===== src/rtl/pixel_streamer_pkg.sv =====
// Shared frame geometry and FSM encoding for the pixel streamer.
// The defaults describe a 20x20 frame of 5-bit pixels sent to the core five lanes at a time.
package pixel_streamer_pkg;

    localparam int IMG_DIM    = 20;
    localparam int BIT_LENGTH = 5;
    localparam int LANES      = 5;
    localparam int TOTAL_PIX  = IMG_DIM * IMG_DIM;
    localparam int BEATS      = TOTAL_PIX / LANES;
    localparam int PIX_AW     = $clog2(TOTAL_PIX);
    localparam int BEAT_W     = $clog2(BEATS);

    typedef enum logic [1:0] {
        ST_FILL      = 2'd0,
        ST_BURST     = 2'd1,
        ST_WAIT_RD   = 2'd2,
        ST_WAIT_DONE = 2'd3
    } state_t;

endpackage


===== src/rtl/pixel_streamer_frame_buffer.sv =====
// Flop-based frame store: one serial write port and one LANES-wide beat read port.
// The contents are not reset, because every frame fully overwrites them before any read.
module frame_buffer #(
    parameter int DEPTH = 400,
    parameter int WIDTH = 5,
    parameter int LANES = 5,
    parameter int AW    = 9,
    parameter int BW    = 7
) (
    input  logic                         clk,
    input  logic                         we_i,
    input  logic [AW-1:0]                waddr_i,
    input  logic [WIDTH-1:0]             wdata_i,
    input  logic [BW-1:0]                rbeat_i,
    output logic [LANES-1:0][WIDTH-1:0]  rdata_o
);

    logic [WIDTH-1:0] mem_q [DEPTH];
    logic [AW-1:0]    rbase;

    always_ff @(posedge clk) begin
        if (we_i) begin
            mem_q[waddr_i] <= wdata_i;
        end
    end

    // Beat b covers pixels LANES*b .. LANES*b+LANES-1.
    assign rbase = AW'(rbeat_i) * AW'(LANES);

    for (genvar k = 0; k < LANES; k++) begin : g_lane
        assign rdata_o[k] = mem_q[rbase + AW'(k)];
    end

endmodule


===== src/rtl/pixel_streamer.sv =====
// Collects one raster frame of serial pixels, then bursts it to the edge-detection core
// as contiguous LANES-wide beats and waits for the core to finish before taking the next frame.
module pixel_streamer #(
    parameter int IMG_DIM    = pixel_streamer_pkg::IMG_DIM,
    parameter int BIT_LENGTH = pixel_streamer_pkg::BIT_LENGTH,
    parameter int LANES      = pixel_streamer_pkg::LANES
) (
    input  logic                  clk,
    input  logic                  reset,
    input  logic [BIT_LENGTH-1:0] pix_in,
    input  logic                  pix_valid,
    output logic                  pix_ready,
    output logic [BIT_LENGTH-1:0] pixel_out0,
    output logic [BIT_LENGTH-1:0] pixel_out1,
    output logic [BIT_LENGTH-1:0] pixel_out2,
    output logic [BIT_LENGTH-1:0] pixel_out3,
    output logic [BIT_LENGTH-1:0] pixel_out4,
    output logic                  load_end,
    input  logic                  chip_readable,
    output logic                  busy,
    output logic                  frame_done,
    output logic [1:0]            state_o
);
    import pixel_streamer_pkg::*;

    localparam int FRAME_PIX   = IMG_DIM * IMG_DIM;
    localparam int FRAME_BEATS = FRAME_PIX / LANES;
    localparam int ADDR_W      = $clog2(FRAME_PIX);
    localparam int CNT_W       = $clog2(FRAME_BEATS);

    localparam logic [ADDR_W-1:0] LAST_PIX  = ADDR_W'(FRAME_PIX - 1);
    localparam logic [CNT_W-1:0]  LAST_BEAT = CNT_W'(FRAME_BEATS - 1);

    state_t                           state_q;
    logic [ADDR_W-1:0]                wr_idx_q;
    logic [CNT_W-1:0]                 beat_q;
    logic                             handshake;
    logic                             burst_active;
    logic [LANES-1:0][BIT_LENGTH-1:0] rd_lanes;

    // Upstream valid/ready: a pixel transfers on a rising edge where pix_valid and
    // pix_ready are both high; pix_ready is high exactly in FILL and does not depend
    // on pix_valid, and the source holds pix_in stable until the transfer occurs.
    assign pix_ready    = (state_q == ST_FILL);
    assign handshake    = pix_valid && pix_ready;
    assign burst_active = (state_q == ST_BURST);

    always_ff @(posedge clk or negedge reset) begin
        if (!reset) begin
            state_q  <= ST_FILL;
            wr_idx_q <= '0;
            beat_q   <= '0;
        end else begin
            case (state_q)
                ST_FILL: begin
                    if (handshake) begin
                        if (wr_idx_q == LAST_PIX) begin
                            wr_idx_q <= '0;
                            state_q  <= ST_BURST;
                        end else begin
                            wr_idx_q <= wr_idx_q + 1'b1;
                        end
                    end
                end
                ST_BURST: begin
                    if (beat_q == LAST_BEAT) begin
                        beat_q  <= '0;
                        state_q <= ST_WAIT_RD;
                    end else begin
                        beat_q <= beat_q + 1'b1;
                    end
                end
                ST_WAIT_RD: begin
                    if (chip_readable) begin
                        state_q <= ST_WAIT_DONE;
                    end
                end
                ST_WAIT_DONE: begin
                    if (!chip_readable) begin
                        state_q <= ST_FILL;
                    end
                end
                default: state_q <= ST_FILL;
            endcase
        end
    end

    frame_buffer #(
        .DEPTH (FRAME_PIX),
        .WIDTH (BIT_LENGTH),
        .LANES (LANES),
        .AW    (ADDR_W),
        .BW    (CNT_W)
    ) u_frame_buffer (
        .clk     (clk),
        .we_i    (handshake),
        .waddr_i (wr_idx_q),
        .wdata_i (pix_in),
        .rbeat_i (beat_q),
        .rdata_o (rd_lanes)
    );

    // Lanes are gated by the state register, so an asynchronous reset blanks them at once.
    assign pixel_out0 = burst_active ? rd_lanes[0] : '0;
    assign pixel_out1 = burst_active ? rd_lanes[1] : '0;
    assign pixel_out2 = burst_active ? rd_lanes[2] : '0;
    assign pixel_out3 = burst_active ? rd_lanes[3] : '0;
    assign pixel_out4 = burst_active ? rd_lanes[4] : '0;

    assign load_end   = burst_active && (beat_q == LAST_BEAT);
    assign frame_done = (state_q == ST_WAIT_DONE) && !chip_readable;
    assign busy       = (state_q != ST_FILL);
    assign state_o    = state_q;

endmodule


===== config.mk =====
export PLATFORM = sky130hd
export DESIGN_NAME = pixel_streamer
export DESIGN_NICKNAME = d
export VERILOG_FILES = /design/src/rtl/pixel_streamer_pkg.sv /design/src/rtl/pixel_streamer_frame_buffer.sv /design/src/rtl/pixel_streamer.sv
export SDC_FILE = /design/constraint.sdc
export NUM_CORES = 2
export LEC_CHECK = 0
export CAP_MARGIN = 20
export CORE_MARGIN = 2
export CORE_UTILIZATION = 25
export DETAILED_ROUTE_END_ITERATION = 7
export PLACE_DENSITY = 0.36
export SETUP_SLACK_MARGIN = 0.3
export SLEW_MARGIN = 10
export SYNTH_ARGS = -nofsm -noshare
export SYNTH_HDL_FRONTEND = slang
export SYNTH_SLANG_ARGS = --single-unit

===== constraint.sdc =====
create_clock -name clk -period 8.5 [get_ports clk]
set_input_delay 1.275 -clock clk [delete_from_list [all_inputs] [get_ports clk]]
set_output_delay 1.275 -clock clk [all_outputs]
set_load 0.005 [all_outputs]

# Yosys cells after proc, flatten, opt, wreduce, memory -nomap -nowiden
# Memory sizes are Yosys's and may differ from the RTL's.
# Index checks and enable logic that the tools add are counted.
[totals] reg_bits=18 mem_bits_rw=2000 input_bits=9 out_inout_bits=31 mem_count=1
[memory_table] memory="u_frame_buffer.mem_q" words=400 width=5 read_ports=5 rd_ports_with_merged_regs=0 wr=1 line="pixel_streamer_frame_buffer.sv:18" rtl="logic [WIDTH-1:0] mem_q [DEPTH];"
[classes] addsub=6 n_mul=1 n_eq_ne=10 mux=15 reduce_logical=8
[op_table] op="$mux 5" n=5
[op_table] op="$add 9x1->9 const B" n=2
[op_table] op="$add 9x2->9 const B" n=2
[op_table] op="$mux 2" n=5
[op_table] op="$add 9x3->9 const B" n=1
[op_table] op="$eq 9x9->1 const B" n=1
[op_table] op="$mul 7x3->9 const B" n=1
[op_table] op="$mux 9" n=1
[op_table] op="$pmux 2 s4" n=1
[op_table] op="$add 7x1->7 const B" n=1
[op_table] op="$eq 7x7->1 const B" n=1
[op_table] op="$mux 7" n=1
[op_table] op="$ne 2x1->1 const B" n=3
[op_table] op="$reduce_and 5->1" n=1
[op_table] op="$eq 2x2->1 const B" n=2
[op_table] op="$ne 2x2->1 const B" n=2
[op_table] op="$logic_and 1x1->1" n=3
[op_table] op="$eq 2x1->1 const B" n=1
[op_table] op="$logic_not 2->1" n=1
[op_table] op="$mux 1" n=2
[op_table] op="$reduce_and 2->1" n=1
[op_table] op="$reduce_bool 2->1" n=1
[op_table] op="$logic_not 1->1" n=1

# Longest topological paths before layout
[logic_depth] depth_word=4 mapped_depth=22 ltp_nobuf=11

# Cells and area by module
# Synthesis repeated with hierarchy kept, for this count alone.
[unflattened] cells_unflattened=8892 hier_area_um2=140000.5
[modules_own_cells] module="frame_buffer" instances=1 cells_per_inst=8769 area_each_um2=138851.9 seq_area_each_um2=60057.6
[modules_own_cells] module="pixel_streamer" instances=1 cells_per_inst=123 area_each_um2=1148.6 seq_area_each_um2=450.4

# Least setup slack after synthesis
# Ideal clock, no wire load.
[synth_path] kind="register to output" from="reg beat_q[1]" to="out pixel_out3[0]" arrival_ns=4.524 required_ns=7.225 setup_slack_ns=2.701 path_stages_with_launch=17 path_buffers=9 cell_sequence="dfrtp_1 buf_2 inv_2 clkbuf_1 clkbuf_1 clkbuf_1 ha_1 buf_4 buf_6 buf_4 buf_2 buf_2 mux4_2 mux4_2 a221oi_1 o22ai_1 o311a_1"
[synth_via] elab_chain_cells=4
[synth_rtl] item="start, declared" line="pixel_streamer.sv:36" rtl="logic [CNT_W-1:0] beat_q;"
[synth_rtl] item="start signal, assigned" line="pixel_streamer.sv:70" rtl="beat_q <= beat_q + 1'b1;"
[synth_rtl] item="$mul 7x3->9" line="pixel_streamer_frame_buffer.sv:28" rtl="assign rbase = AW'(rbeat_i) * AW'(LANES);"
[synth_rtl] item="$add 9x2->9" line="pixel_streamer_frame_buffer.sv:31" rtl="assign rdata_o[k] = mem_q[rbase + AW'(k)];"
[synth_rtl] item="$mem_v2 400x5"
[synth_rtl] item="$mux 5" line="pixel_streamer.sv:107" rtl="assign pixel_out3 = burst_active ? rd_lanes[3] : '0;"
[synth_rtl] item="end, declared" line="pixel_streamer.sv:16" rtl="output logic [BIT_LENGTH-1:0] pixel_out3,"
# No other way between the ends.

# Final worst setup path
[layout_path] from="reg beat_q[1]" to="out pixel_out3[1]"
# The elaborated chain is that of the path after synthesis.

==> impl_results.md <==
* Synth Instances at about 7,500
* Synth Area in Adders at 0.231%
* Critical path class: reg -> out
* DRT Pass-1 Iters at 8
* Die Area at 0.539 sq mm
* Top cells by count, synth: mux4_2 (2,439), edfxtp_1 (2,000), nand2_1 (533)
* Worst-path maximum fanout at 18
* Worst slew pin tran at 1350 ps
* Asr flop ratio synth at 0.892%
* Area contributors post-synth: edfxtp_1 (45%), mux4_2 (41%), mux2i_1 (1.9%), nand2_1 (1.5%), nor2_1 (1.3%)
* Final period util at between 90% and 100%
* Sum of buffers and inverters on the critical path at 7
* Yosys top cell by area: edfxtp_1
* Share of layout cells above drive strength 1 at 44.6%
* Gp weighted congestion at 0.969
* Vias in the first global route at 87,589
* Root Buffer: clkbuf_16
* Final min period at 8320 ps
* Clock Tree Buf Depth at 4
* Register area share after synthesis at 45.4%
* Crit-path most repeated cell: buf_4
* Post-synthesis xor/xnor area fraction at 0.354%
* Post-Synthesis Mean Instance Area at 17.7 sq um
* Worst-path cell chain: ha_1, ha_4, fa_2, buf_4, inv_2, xnor2_2, buf_6, nand2_1, a31oi_1, o221ai_1, o311ai_1, buf_4, a32oi_1, buf_4, a211oi_4, buf_4, clkdlybuf4s50_1
* TritonCTS Sinks at 2,018
* Area of the core at 0.532 sq mm
* Synth top area share at 45.0%
* GR Overflow Total at 0
* Most common cell in the netlist: mux4_2
* Setup Skew at 47.1 ps
* FF-to-FF setup slack at 4000 ps
* Peak supply drop at 140 uV
* CP peak stage delay at between 600 and 700 ps
* Die height at 734 um
* CP arrival at 7050 ps
* Dpl hpwl at 486,000 um
* Power Density at roughly 150 mW/mm^2
* Die W at 734 um
* Depth of the CTS H-tree at 5
* Fillers at 52,383
* Final worst slack at ~180 ps
* RSZ-0062 raised after global routing: true
* Overall Global Routing Usage at 24.7%
* Delay-heaviest family, CP: buffers and inverters
* Fin nets at 7,518
* Setup violators final at 0
* Setup slack at placement at 492 ps
* Synth warn at 0
* Largest net degree at the start of global routing at 169
* Via count at 92,257
* Leakage at 48.6 nW
* Tot Pwr at 22.8 mW
* Primary FF master, synth: edfxtp_1
* Max Cap Violations at 0
* I/O pins at 40
* Multiplexer area fraction after synthesis at 43.3%
* Clock transition at path regs at 60 ps
* Port bufs at 39
* First-pass GRT wire length at 892,000 um
* Register bit total from synthesis at 2,018
* Data required time of the worst path at slightly above 7000 ps
* Num rows at 268
* Synth Area in Compound Gates at 3.14%
* DRT antenna net count at 0
* Peak Freq at 120 MHz
* Initial antenna violation count at 60
* Netlist cell types at 86
* Worst skew pair latency at 970 ps
* DRT iter0 DRCs at 14,060
* Simple-gate portion of the synthesized area at 4.35%
* DRC at 0
* Post-Syn Nets at 7,571
* CP Capture Type: output pin
* Number of hold violations in the final report at 0
* Largest family of logic cells by synthesized area: multiplexers
* Via/cell ratio at 6.26
* Final Max Slew Viols at 0
* Total wire length at roughly 680,000 um
* Synth Cell Area at 0.133 sq mm
* Starting Density at about a quarter
* Slowest CP cell: fa_2
* CTS Buf Count at between 200 and 300
* Area Growth Syn to Fin at 14.1%
* Routed wire per std cell at roughly 46 um
* Hold_buf cts at 0
* Outcome: finished, final reports clean
* Worst rel slew slack at under 10%
* Hold Crit Class: reg -> reg
* CTS tree: yes
* Final Core Density at 28.6%
* Post-synth EDFFs at 2,000
* Crit path launch type: register
-- cell type report --
cell class	instances	area (sq um)	share of cell area [%]
tap	7020	8780	5.78
sequential	2018	60500	39.8
inverter	14	61.3	0.0403
clock buffer	317	7040	4.63
multi-input combinational	4713	69300	45.6
antenna	25	62.6	0.0411
clock inverter	157	1720	1.13
timing repair buffer	466	4590	3.02
-- sequential cells by signal, summed over array words and instances (netlist names) --
signal / cells
wr_idx_q: 9
beat_q: 7
state_o: 2
u_frame_buffer.mem_q: 2000
-- kinds of logic after synthesis --
kind of cell	count (synthesis)
buf+inv	807
flops	2018
fa+ha+maj	24
xor+xnor	48
mux	2711
simple gates	1354
compound gates	576
-- path summary, 6_finish.rpt --
check                            start                      endpoint  cells after the start
hold reg to reg            wr_idx_q[2]                   wr_idx_q[2]                      1
hold / removal             wr_idx_q[2]                   wr_idx_q[2]                      1
setup / recovery             beat_q[1]                 pixel_out3[1]                     17
max in group asynchronous        reset                     beat_q[1]                      2
setup reg to reg            state_o[0]  u_frame_buffer.mem_q[132][4]                      6
min in group asynchronous        reset                   wr_idx_q[0]                      1
-- per-layer routing --
| metal | vias to the layer above | GRT usage, % | part of all wire (%) |
|---|---|---|---|
| met5 | - | 0 | 0.020 |
| met4 | 20 | 13.1 | 6.2 |
| met3 | 1162 | 7.23 | 10 |
| met2 | 6175 | 36.7 | 44 |
| met1 | 51574 | 32.5 | 40 |
| li1 | 33326 | - | - |
-- power breakdown --
group,leakage [nW],switching [mW],internal [mW],total [mW]
clock network,4.27,4.96,6.76,11.7
logic,26.1,0.176,0.0139,0.190
registers,18.2,0,10.9,10.9
total,48.6,5.14,17.7,22.8
-- repair_timing --
action | 4_1_cts | 5_1_grt
setup buffers | 14 | 0
resized for setup | 21 | 15
hold endpoints to repair | 0 | 0
endpoints found under the setup margin | 17 | 11
pin swaps | 4 | 0
-- worst register-to-register path: stages, from the launching register on --
cell	delay [ps]
dfrtp_1	420
inv_1	120
ha_1	670
and3_1	540
nand2_4	530
buf_4	540
nor2_1	1270
-- placed cells by master, fill, tap and decap left out, types with 36 or more instances in the layout --
master     instances
mux4_2          2439
edfxtp_1        2000
nand2_1          512
nor2_1           452
buf_4            340
clkbuf_16        273
mux2i_1          254
nand3_1          140
a21oi_1           83
buf_12            69
o22ai_1           66
o221ai_1          53
clkinv_2          49
a31oi_1           48
o21ai_0           47
clkinv_1          45
clkbuf_1          40
nor3_1            36
-- stage by stage --
stage               TNS, ps  cell area, sq um  hold WS, ps  instances
detailed placement        0            143000          544      14211
CTS                       0            152000          555      14699
finish                    0            152000          552      14730
global route              0            152000          578      14706
global placement       -624            143000          535      14195
floorplan                 0            133000          507       7538
Power figures use the tool's default switching activity.
